**src/rtl/mem_port_arbiter_if.sv**
```systemverilog
// Signal bundle between the memory-port arbiter, its two requesters and the memory.
// master = arbiter side, slave = requesters/memory side.
interface mem_port_arbiter_if #(
   parameter int ADDR_W = 32,
   parameter int DATA_W = 32
);
   logic              if_req;
   logic [ADDR_W-1:0] if_addr;
   logic              if_ready;
   logic [DATA_W-1:0] if_rdata;

   logic              d_req;
   logic              d_we;
   logic [1:0]        d_size;
   logic [ADDR_W-1:0] d_addr;
   logic [DATA_W-1:0] d_wdata;
   logic              d_ready;
   logic [DATA_W-1:0] d_rdata;

   logic              mem_req;
   logic              mem_we;
   logic [ADDR_W-1:0] mem_addr;
   logic [3:0]        mem_be;
   logic [DATA_W-1:0] mem_wdata;
   logic              mem_ack;
   logic [DATA_W-1:0] mem_rdata;

   logic              bus_err;

   modport master (
      input  if_req, if_addr, d_req, d_we, d_size, d_addr, d_wdata, mem_ack, mem_rdata,
      output if_ready, if_rdata, d_ready, d_rdata,
      output mem_req, mem_we, mem_addr, mem_be, mem_wdata, bus_err
   );

   modport slave (
      output if_req, if_addr, d_req, d_we, d_size, d_addr, d_wdata, mem_ack, mem_rdata,
      input  if_ready, if_rdata, d_ready, d_rdata,
      input  mem_req, mem_we, mem_addr, mem_be, mem_wdata, bus_err
   );
endinterface

```
**src/rtl/mem_port_arbiter.sv**
```systemverilog
// Single memory port shared by instruction fetch and load/store; data has fixed priority.
// Optional MEM_PORT_ARBITER_TIMEOUT_EN aborts an unacknowledged access after TIMEOUT cycles.
module mem_port_arbiter #(
   parameter int ADDR_W  = 32,
   parameter int DATA_W  = 32,
   parameter int TIMEOUT = 64
) (
   input logic                clk,
   input logic                rst,
   mem_port_arbiter_if.master bus
);
   typedef enum logic [1:0] {
      IDLE  = 2'd0,
      ISSUE = 2'd1,
      RESP  = 2'd2
   } state_t;

   state_t            r_state;
   state_t            w_next;
   logic              r_owner_d;
   logic [ADDR_W-1:0] r_addr;
   logic              r_we;
   logic [3:0]        r_be;
   logic [DATA_W-1:0] r_wdata;
   logic [DATA_W-1:0] r_if_rdata;
   logic [DATA_W-1:0] r_d_rdata;

   logic              w_grant;
   logic              w_grant_d;
   logic              w_tmo;
   logic [ADDR_W-1:0] w_sel_addr;

   function automatic logic [3:0] byte_lanes(input logic [1:0] size, input logic [1:0] lane);
      logic [3:0] be;
      case (size)
         2'b00:   be = 4'b0001 << lane;
         2'b01:   be = lane[1] ? 4'b1100 : 4'b0011;
         default: be = 4'b1111;
      endcase
      return be;
   endfunction

   assign w_grant_d  = bus.d_req;
   assign w_grant    = bus.d_req | bus.if_req;
   assign w_sel_addr = w_grant_d ? bus.d_addr : bus.if_addr;

`ifdef MEM_PORT_ARBITER_TIMEOUT_EN
   localparam int CNT_W = $clog2(TIMEOUT + 1);

   logic [CNT_W-1:0] r_cnt;
   logic             r_tmo;

   assign w_tmo = (r_state == ISSUE) && !bus.mem_ack && (r_cnt == CNT_W'(TIMEOUT - 1));

   // r_tmo marks the RESP cycle that follows an abort, so bus_err lines up with ready
   always_ff @(posedge clk or posedge rst) begin
      if (rst) begin
         r_cnt <= '0;
         r_tmo <= 1'b0;
      end else begin
         r_cnt <= (r_state == ISSUE) ? r_cnt + CNT_W'(1) : '0;
         r_tmo <= (r_state == ISSUE) ? w_tmo : 1'b0;
      end
   end

   assign bus.bus_err = (r_state == RESP) && r_tmo;
`else
   assign w_tmo       = 1'b0;
   assign bus.bus_err = 1'b0;
`endif

   always_ff @(posedge clk or posedge rst) begin
      if (rst) r_state <= IDLE;
      else     r_state <= w_next;
   end

   always_comb begin
      w_next = r_state;
      case (r_state)
         IDLE:    if (w_grant) w_next = ISSUE;
         ISSUE:   if (bus.mem_ack || w_tmo) w_next = RESP;
         RESP:    w_next = IDLE;
         default: w_next = IDLE;
      endcase
   end

   // Grant is latched once in IDLE; everything driven to memory comes from these registers
   always_ff @(posedge clk or posedge rst) begin
      if (rst) begin
         r_owner_d  <= 1'b0;
         r_addr     <= '0;
         r_we       <= 1'b0;
         r_be       <= 4'b0000;
         r_wdata    <= '0;
         r_if_rdata <= '0;
         r_d_rdata  <= '0;
      end else begin
         if (r_state == IDLE && w_grant) begin
            r_owner_d <= w_grant_d;
            r_addr    <= {w_sel_addr[ADDR_W-1:2], 2'b00};
            r_we      <= w_grant_d & bus.d_we;
            r_be      <= w_grant_d ? byte_lanes(bus.d_size, w_sel_addr[1:0]) : 4'b1111;
            r_wdata   <= bus.d_wdata;
         end
         if (r_state == ISSUE && bus.mem_ack) begin
            if (r_owner_d) r_d_rdata  <= bus.mem_rdata;
            else           r_if_rdata <= bus.mem_rdata;
         end
      end
   end

   assign bus.mem_req   = (r_state == ISSUE);
   assign bus.mem_we    = r_we & (r_state == ISSUE);
   assign bus.mem_addr  = r_addr;
   assign bus.mem_be    = r_be;
   assign bus.mem_wdata = r_wdata;

   assign bus.if_ready  = (r_state == RESP) && !r_owner_d;
   assign bus.d_ready   = (r_state == RESP) && r_owner_d;
   assign bus.if_rdata  = r_if_rdata;
   assign bus.d_rdata   = r_d_rdata;
endmodule

```
**src/flat_wrapper.sv**
```systemverilog
// flat-port wrapper written by rule: the top's interface ports become plain ports
module mem_port_arbiter_flat 
#(
   parameter int ADDR_W  = 32,
   parameter int DATA_W  = 32,
   parameter int TIMEOUT = 64
)
  (clk, rst, bus_if_req, bus_if_addr, bus_d_req, bus_d_we, bus_d_size, bus_d_addr, bus_d_wdata, bus_mem_ack, bus_mem_rdata, bus_if_ready, bus_if_rdata, bus_d_ready, bus_d_rdata, bus_mem_req, bus_mem_we, bus_mem_addr, bus_mem_be, bus_mem_wdata, bus_bus_err);
  mem_port_arbiter_if #(.ADDR_W(ADDR_W), .DATA_W(DATA_W)) bus_i ();
  input logic clk;
  input logic rst;
  input wire logic [$bits(bus_i.if_req)-1:0] bus_if_req;
  input wire logic [$bits(bus_i.if_addr)-1:0] bus_if_addr;
  input wire logic [$bits(bus_i.d_req)-1:0] bus_d_req;
  input wire logic [$bits(bus_i.d_we)-1:0] bus_d_we;
  input wire logic [$bits(bus_i.d_size)-1:0] bus_d_size;
  input wire logic [$bits(bus_i.d_addr)-1:0] bus_d_addr;
  input wire logic [$bits(bus_i.d_wdata)-1:0] bus_d_wdata;
  input wire logic [$bits(bus_i.mem_ack)-1:0] bus_mem_ack;
  input wire logic [$bits(bus_i.mem_rdata)-1:0] bus_mem_rdata;
  output wire logic [$bits(bus_i.if_ready)-1:0] bus_if_ready;
  output wire logic [$bits(bus_i.if_rdata)-1:0] bus_if_rdata;
  output wire logic [$bits(bus_i.d_ready)-1:0] bus_d_ready;
  output wire logic [$bits(bus_i.d_rdata)-1:0] bus_d_rdata;
  output wire logic [$bits(bus_i.mem_req)-1:0] bus_mem_req;
  output wire logic [$bits(bus_i.mem_we)-1:0] bus_mem_we;
  output wire logic [$bits(bus_i.mem_addr)-1:0] bus_mem_addr;
  output wire logic [$bits(bus_i.mem_be)-1:0] bus_mem_be;
  output wire logic [$bits(bus_i.mem_wdata)-1:0] bus_mem_wdata;
  output wire logic [$bits(bus_i.bus_err)-1:0] bus_bus_err;
  assign bus_i.if_req = bus_if_req;
  assign bus_i.if_addr = bus_if_addr;
  assign bus_i.d_req = bus_d_req;
  assign bus_i.d_we = bus_d_we;
  assign bus_i.d_size = bus_d_size;
  assign bus_i.d_addr = bus_d_addr;
  assign bus_i.d_wdata = bus_d_wdata;
  assign bus_i.mem_ack = bus_mem_ack;
  assign bus_i.mem_rdata = bus_mem_rdata;
  assign bus_if_ready = bus_i.if_ready;
  assign bus_if_rdata = bus_i.if_rdata;
  assign bus_d_ready = bus_i.d_ready;
  assign bus_d_rdata = bus_i.d_rdata;
  assign bus_mem_req = bus_i.mem_req;
  assign bus_mem_we = bus_i.mem_we;
  assign bus_mem_addr = bus_i.mem_addr;
  assign bus_mem_be = bus_i.mem_be;
  assign bus_mem_wdata = bus_i.mem_wdata;
  assign bus_bus_err = bus_i.bus_err;
  mem_port_arbiter #(.ADDR_W(ADDR_W), .DATA_W(DATA_W), .TIMEOUT(TIMEOUT)) u_core (.clk(clk), .rst(rst), .bus(bus_i));
endmodule
```
**config.mk**
```make
export PLATFORM = sky130hd
export DESIGN_NAME = mem_port_arbiter_flat
export DESIGN_NICKNAME = d
export VERILOG_FILES = /design/src/rtl/mem_port_arbiter_if.sv /design/src/rtl/mem_port_arbiter.sv /design/src/flat_wrapper.sv
export SDC_FILE = /design/constraint.sdc
export NUM_CORES = 1
export LEC_CHECK = 0
export ABC_AREA = 1
export ABC_CLOCK_PERIOD_IN_PS = 4500
export CAP_MARGIN = 20
export CELL_PAD_IN_SITES_DETAIL_PLACEMENT = 0
export CELL_PAD_IN_SITES_GLOBAL_PLACEMENT = 2
export CORE_ASPECT_RATIO = 1.5
export CORE_MARGIN = 10
export CORE_UTILIZATION = 21
export CTS_BUF_LIST = sky130_fd_sc_hd__clkbuf_2
export DETAILED_ROUTE_END_ITERATION = 12
export GPL_TIMING_DRIVEN = 0
export PLACE_DENSITY_LB_ADDON = 0.1
export REMOVE_ABC_BUFFERS = 1
export SLEW_MARGIN = 20
export SYNTH_ARGS = -nofsm -noshare
export SYNTH_HDL_FRONTEND = slang
export SYNTH_SLANG_ARGS = --single-unit
```
**constraint.sdc**
```tcl
create_clock -name clk -period 4.5 [get_ports clk]
set_input_delay 0.9 -clock clk [delete_from_list [all_inputs] [get_ports clk]]
set_output_delay 0.9 -clock clk [all_outputs]
set_load 0.01 [all_outputs]
```
==> impl_metrics.yaml, run 1 <==
setup_path:
  start_kind: "flip-flop"
  arrival_ps: 2080
  crit_path_end_kind: "primary output"
  critical_path_class: "reg -> out"
  worstPathMaxFanout: 4
  worstPathRequired_ps: 3600
power:
  power.leakage_nw: 4.08
  ir_drop_uv: 198
  power_density_nw_per_um2: 629
synthesis:
  synth-seq-cells: 134
  synth.top_cells.by_count: "232 x nand2_1, 134 x dfrtp_1, 47 x o21ai_1"
  synth_top_area_share_pct: 59.3
  synth.most_common_cell: "nand2_1"
  synthArstFlopShare_pct: 100
  avgSynthCellArea_um2: 9.40
  syn_area_um2: 5660
  synth.area.top_cells: "dfrtp_1 59%, nand2_1 15%, o21ai_1 4.2%, o211ai_1 4.0%, or2_2 3.3%"
  syn_inst: 602
  ys_seq_area_share_pct: 59.3
  yosys.cell_types.count: 21
  synth_ff_type: "dfrtp_1"
  synth_edf_count: 0
  yosys.area.top_type: "dfrtp_1"
  synth-warning-count: 0
grt:
  grt_pass1_wl_mm: 32.7
  met1_usage_pct: 12.8
  gr-usage-met3_pct: 4.12
  grt_usage_pct: 12.4
  grt_max_degree: 71
  antenna_found_initial: 3
  grt_pass1_vias: 5282
  grt-ovfl-total: 0
  grt-busiest-layer: "met2"
  met2_usage_pct: 22.4
die:
  die_area_um2: 34000
  core-area_um2: 26600
  ios: 273
  rows: 73
  die_x_um: 154
  start_util_pct: 21.3
  die-height_um: 221
place:
  hpwl_mm: 15.7
  portBuffers: 269
  place_congestion: 0.695
timing:
  fin_tns_setup_ps: 0
  fin_crit_ps: 2980
  rsz0062_at_grt: "no"
  clock_skew_ps: 24.9
  slew-limit-headroom_pct: 40.2
  finalSetupViolations: 0
  finalCritPeriodShare_pct: 66.3
  worst_pin_slew_ps: 896
  hold_viol_final: 0
  fmax_ghz: 0.335
  drv_slew: 0
cells_and_area:
  final_util_pct: 33.3
  post_route_cells_drive_above_1_share_pct: 10.4
  syn2layout_area_growth_pct: 56.6
  nNetsFinal: 997
drt:
  drt_iter0_drc: 137
  drt_first_pass_iters: 4
  num_vias: 4903
  drtAntennaViolNets: 0
  drc: 0
  routed_wirelength_mm: 21.0
  avgViaCountPerCell: 4.04
  route.detailed.wl_per_inst_um: 17.3
cts:
  cts.clk_slew.worst_paths_ps: 220
  postCtsSetupBuffers: 0
  htree_num_levels: 4
  postCtsHoldBufs: 0
  cts_buffers: 17
  cts_tree: "built"
  clkSinkCount: 134
  insertion_delay_ps: 740
  clockRootBuffer: "clkbuf_2"
  ctsResizeCount: 0
  clk_path_buf_depth: 2
flow_run:
  cap_violations: 0
hold_path:
  hold_class: "reg -> reg"
outcome:
  status: "finished, final reports clean"
## power breakdown
part | total, mW | switching [mW] | internal, mW
registers | 2.07 | 0.302 | 1.77
logic | 2.78 | 1.34 | 1.44
clock network | 0.719 | 0.475 | 0.244
## per-layer routing
metal / part of all wire, % / up-vias
li1: - / 2406
met5: 0.033 / -
met4: 1.5 / 2
met2: 54 / 148
met3: 6.1 / 18
met1: 38 / 2329
## kinds of logic (layout without fill, tap and decap cells)
| group | Yosys count | after routing | synth area share [%] |
|---|---|---|---|
| simple gates | 285 | 285 | 21.0 |
| flops | 134 | 134 | 59.3 |
| compound gates | 100 | 100 | 11.5 |
| buf+inv | 82 | 352 | 8.14 |
| other cells | 1 | 5 | 0.0663 |
## area by class of cell
| class | count | area [µm²] |
|---|---|---|
| multi-input cells | 388 | 1860 |
| clock buffers | 17 | 85.1 |
| flip-flops and latches | 134 | 3350 |
| well taps | 337 | 422 |
| fillers | 2738 | 17700 |
| diodes | 2 | 5.00 |
| inverters | 46 | 183 |
| clock inverters | 15 | 139 |
| repair buffers | 274 | 2810 |
## flip-flops by register name, indices dropped and copies added (netlist names)
| signal | cells |
|---|---|
| u_core.r_we | 1 |
| u_core.bus.mem_be | 4 |
| u_core.bus.if_rdata | 32 |
| u_core.bus.d_rdata | 32 |
| u_core.r_state | 2 |
| u_core.bus.mem_addr | 30 |
| u_core.bus.mem_wdata | 32 |
| u_core.r_owner_d | 1 |
## metrics by stage
stage | cell area [µm²] | setup WS [ps] | instances | hold WS, ps | power, mW
after global placement | 8490 | -2800 | 1174 | 463 | 4.89
after floorplan | 5380 | 17.2 | 568 | 487 | 3.20
after detailed placement | 8630 | 1630 | 1179 | 464 | 4.98
after global routing | 8860 | 1220 | 1213 | 520 | 6.06
after CTS | 8850 | 1330 | 1211 | 473 | 5.75
final | 8860 | 1520 | 1213 | 502 | 5.57
## worst paths after layout
| check | from | end | slack, ps | cells past startpoint |
|---|---|---|---|---|
| max in group asynchronous | rst | u_core.bus.d_rdata[24]$_DFFE_PP0P_ | 3190 | 3 |
| worst max register to register | u_core.r_state[1]$_DFFE_PP0P_ | u_core.bus.mem_addr[16]$_DFFE_PP0P_ | 2270 | 6 |
| min in group asynchronous | rst | u_core.bus.mem_wdata[26]$_DFFE_PP0P_ | 590 | 2 |
| worst min register to register | u_core.bus.mem_wdata[19]$_DFFE_PP0P_ | u_core.bus.mem_wdata[19]$_DFFE_PP0P_ | 500 | 2 |
| worst min-delay path | u_core.bus.mem_wdata[19]$_DFFE_PP0P_ | u_core.bus.mem_wdata[19]$_DFFE_PP0P_ | 500 | 2 |
| worst max-delay path | u_core.r_state[0]$_DFFE_PP0P_ | bus_mem_we | 1520 | 5 |
## placed cells by master (no fill, tap or decap), drive strengths merged
| cell | n |
|---|---|
| nand3 | 4 |
| and2 | 1 |
| or2 | 30 |
| clkdlybuf4s50 | 268 |
| nand2 | 234 |
| o21ai | 70 |
| o211ai | 30 |
| bufinv | 2 |
| conb | 3 |
| nor2 | 13 |
| clkbuf | 17 |
| inv | 46 |
| dfrtp | 134 |
| nor3 | 3 |
| clkinvlp | 5 |
| diode | 2 |
| buf | 6 |
| clkinv | 8 |
## critical path: stages (launching register included)
cell and delay (ps):
dfrtp_1 450, inv_2 40, nor2_2 110, inv_2 90, nor2_1 90, clkdlybuf4s50_1 560
Power figures use the tool's default switching activity.
==> run 2: changes to the inputs <==
--- a/config.mk
+++ b/config.mk
@@ -6,13 +6,13 @@
 export NUM_CORES = 1
 export LEC_CHECK = 0
 export ABC_AREA = 1
-export ABC_CLOCK_PERIOD_IN_PS = 4500
+export ABC_CLOCK_PERIOD_IN_PS = 3000
 export CAP_MARGIN = 20
 export CELL_PAD_IN_SITES_DETAIL_PLACEMENT = 0
 export CELL_PAD_IN_SITES_GLOBAL_PLACEMENT = 2
 export CORE_ASPECT_RATIO = 1.5
 export CORE_MARGIN = 10
-export CORE_UTILIZATION = 21
+export CORE_UTILIZATION = 24
 export CTS_BUF_LIST = sky130_fd_sc_hd__clkbuf_2
 export DETAILED_ROUTE_END_ITERATION = 12
 export GPL_TIMING_DRIVEN = 0
==> constraint.sdc (replaced) <==
create_clock -name clk -period 3 [get_ports clk]
set_input_delay 0.6 -clock clk [delete_from_list [all_inputs] [get_ports clk]]
set_output_delay 0.6 -clock clk [all_outputs]
set_load 0.01 [all_outputs]
==> impl_metrics.yaml, run 2 (synthesis gave the netlist of run 1 again) <==
timing:
  rsz0062_at_grt: "no"
  drv_slew: 0
  worst_pin_slew_ps: 916
  fin_crit_ps: 2660
  fin_ws_ps: 337
  whs_ps: 310
  slew-limit-headroom_pct: 38.9
  finalCritPeriodShare_pct: 88.8
  fmax_ghz: 0.376
  clock_skew_ps: 20.9
  finalSetupViolations: 0
  hold_viol_final: 0
grt:
  grt_pass1_wl_mm: 31.5
  grt_usage_pct: 13.4
  grt-ovfl-total: 0
  grt_pass1_vias: 5195
  grt_max_degree: 72
  antenna_found_initial: 3
die:
  core-area_um2: 23100
  die_x_um: 145
  start_util_pct: 24.4
  ios: 273
  die-height_um: 208
  die_area_um2: 30200
  rows: 68
cts:
  htree_num_levels: 4
  postCtsSetupBuffers: 0
  clk_path_buf_depth: 2
  insertion_delay_ps: 700
  clkSinkCount: 134
  ctsResizeCount: 0
  postCtsHoldBufs: 0
  cts.clk_slew.worst_paths_ps: 210
  cts_buffers: 17
  clockRootBuffer: "clkbuf_2"
  cts_tree: "built"
cells_and_area:
  regArea_um2: 3350
  final_cell_mix: "268 x clkdlybuf4s50_1, 232 x nand2_1, 134 x dfrtp_1, 47 x o21ai_1, 42 x inv_1"
  post_route_cells_drive_above_1_share_pct: 10.8
  syn2layout_area_growth_pct: 57.2
  stdcell_area_um2: 8890
  final_common_cell: "clkdlybuf4s50_1"
  multi_input_area_um2: 1860
  nNetsFinal: 997
  n_fill_cell: 2377
place:
  portBuffers: 269
  dpl-instance-area_um2: 8610
  place_congestion: 0.755
  hpwl_mm: 15.3
  dp_slack_ps: 457
flow_run:
  cap_violations: 0
drt:
  routed_wirelength_mm: 20.4
  drc: 0
  drtAntennaViolNets: 0
  avgViaCountPerCell: 4.11
  route.detailed.wl_per_inst_um: 17.1
  drt_iter0_drc: 170
  drt_first_pass_iters: 4
  num_vias: 4897
power:
  ir_drop_uv: 295
  power_density_nw_per_um2: 959
  power.leakage_nw: 4.12
setup_path:
  worstPathRequired_ps: 2400
  start_kind: "flip-flop"
  critical_path_class: "reg -> out"
  arrival_ps: 2060
  worstPathMaxFanout: 4
  crit_path_end_kind: "primary output"
outcome:
  status: "finished, final reports clean"
hold_path:
  hold_class: "in -> async"
-- run 2: cell count changes in the layout (fill, tap and decap cells not counted) --
cell / previous run / this run
bufinv_16: 2 / 4
clkbuf_2: 17 / 18
diode_2: 2 / 3
inv_6: 0 / 1
buf_8: 1 / 0
clkinvlp_4: 5 / 3
clkinv_1: 5 / 2
buf_16: 4 / 5
clkinv_4: 2 / 1
clkinv_2: 1 / 3
-- run 2: worst max-delay path, stage by stage (launching register included) --
cell             delay (ps)
dfrtp_1                 450
inv_2                    50
nor2_2                  120
inv_2                    90
nor2_1                   90
clkdlybuf4s50_1         560
-- run 2: path summary, 6_finish.rpt --
check / startpoint / end / slack [ps] / cells past startpoint
hold reg to reg: u_core.bus.mem_addr[28]$_DFFE_PP0P_ / u_core.bus.mem_addr[28]$_DFFE_PP0P_ / 500 / 2
setup / recovery: u_core.r_state[0]$_DFFE_PP0P_ / bus_mem_we / 340 / 5
max in group asynchronous: rst / u_core.bus.if_rdata[19]$_DFFE_PP0P_ / 1940 / 3
min in group clk: bus_d_req / u_core.r_we$_DFFE_PP0P_ / 330 / 3
setup reg to reg: u_core.r_state[0]$_DFFE_PP0P_ / u_core.bus.mem_addr[11]$_DFFE_PP0P_ / 730 / 6
hold / removal: rst / u_core.bus.mem_wdata[26]$_DFFE_PP0P_ / 310 / 2
-- run 2: layout make-up --
class	instances	share of cell area, %
sequential	134	37.7
timing repair buffer	274	31.8
tap	315	4.43
multi-input combinational	388	20.9
clock buffer	18	1.01
clock inverter	14	2.05
antenna	3	0.0844
inverter	46	2.05
-- run 2: where the power goes --
group | switching (mW) | internal (mW)
Combinational | 2.02 | 2.18
Sequential | 0.454 | 2.65
Clock | 0.693 | 0.544
Total | 3.17 | 5.37
-- run 2: layer usage --
metal	vias up	wire length (µm)	part of all wire [%]	track usage (%)
li1	2411	-	-	-
met1	2315	7890	39	14.1
met2	156	10900	53	23.9
met3	15	1330	6.5	4.89
met4	0	270	1.3	4.67
met5	-	0	0	0
-- run 2: through the flow --
step	setup TNS, ps	utilization (%)	instances	power [mW]
floorplan	-160200	-	568	4.81
global placement	-697820	36.6	1152	7.31
detailed placement	0	37.2	1157	7.49
CTS	0	38.4	1189	8.79
global route	0	38.4	1192	9.23
finish	0	38.4	1192	8.53
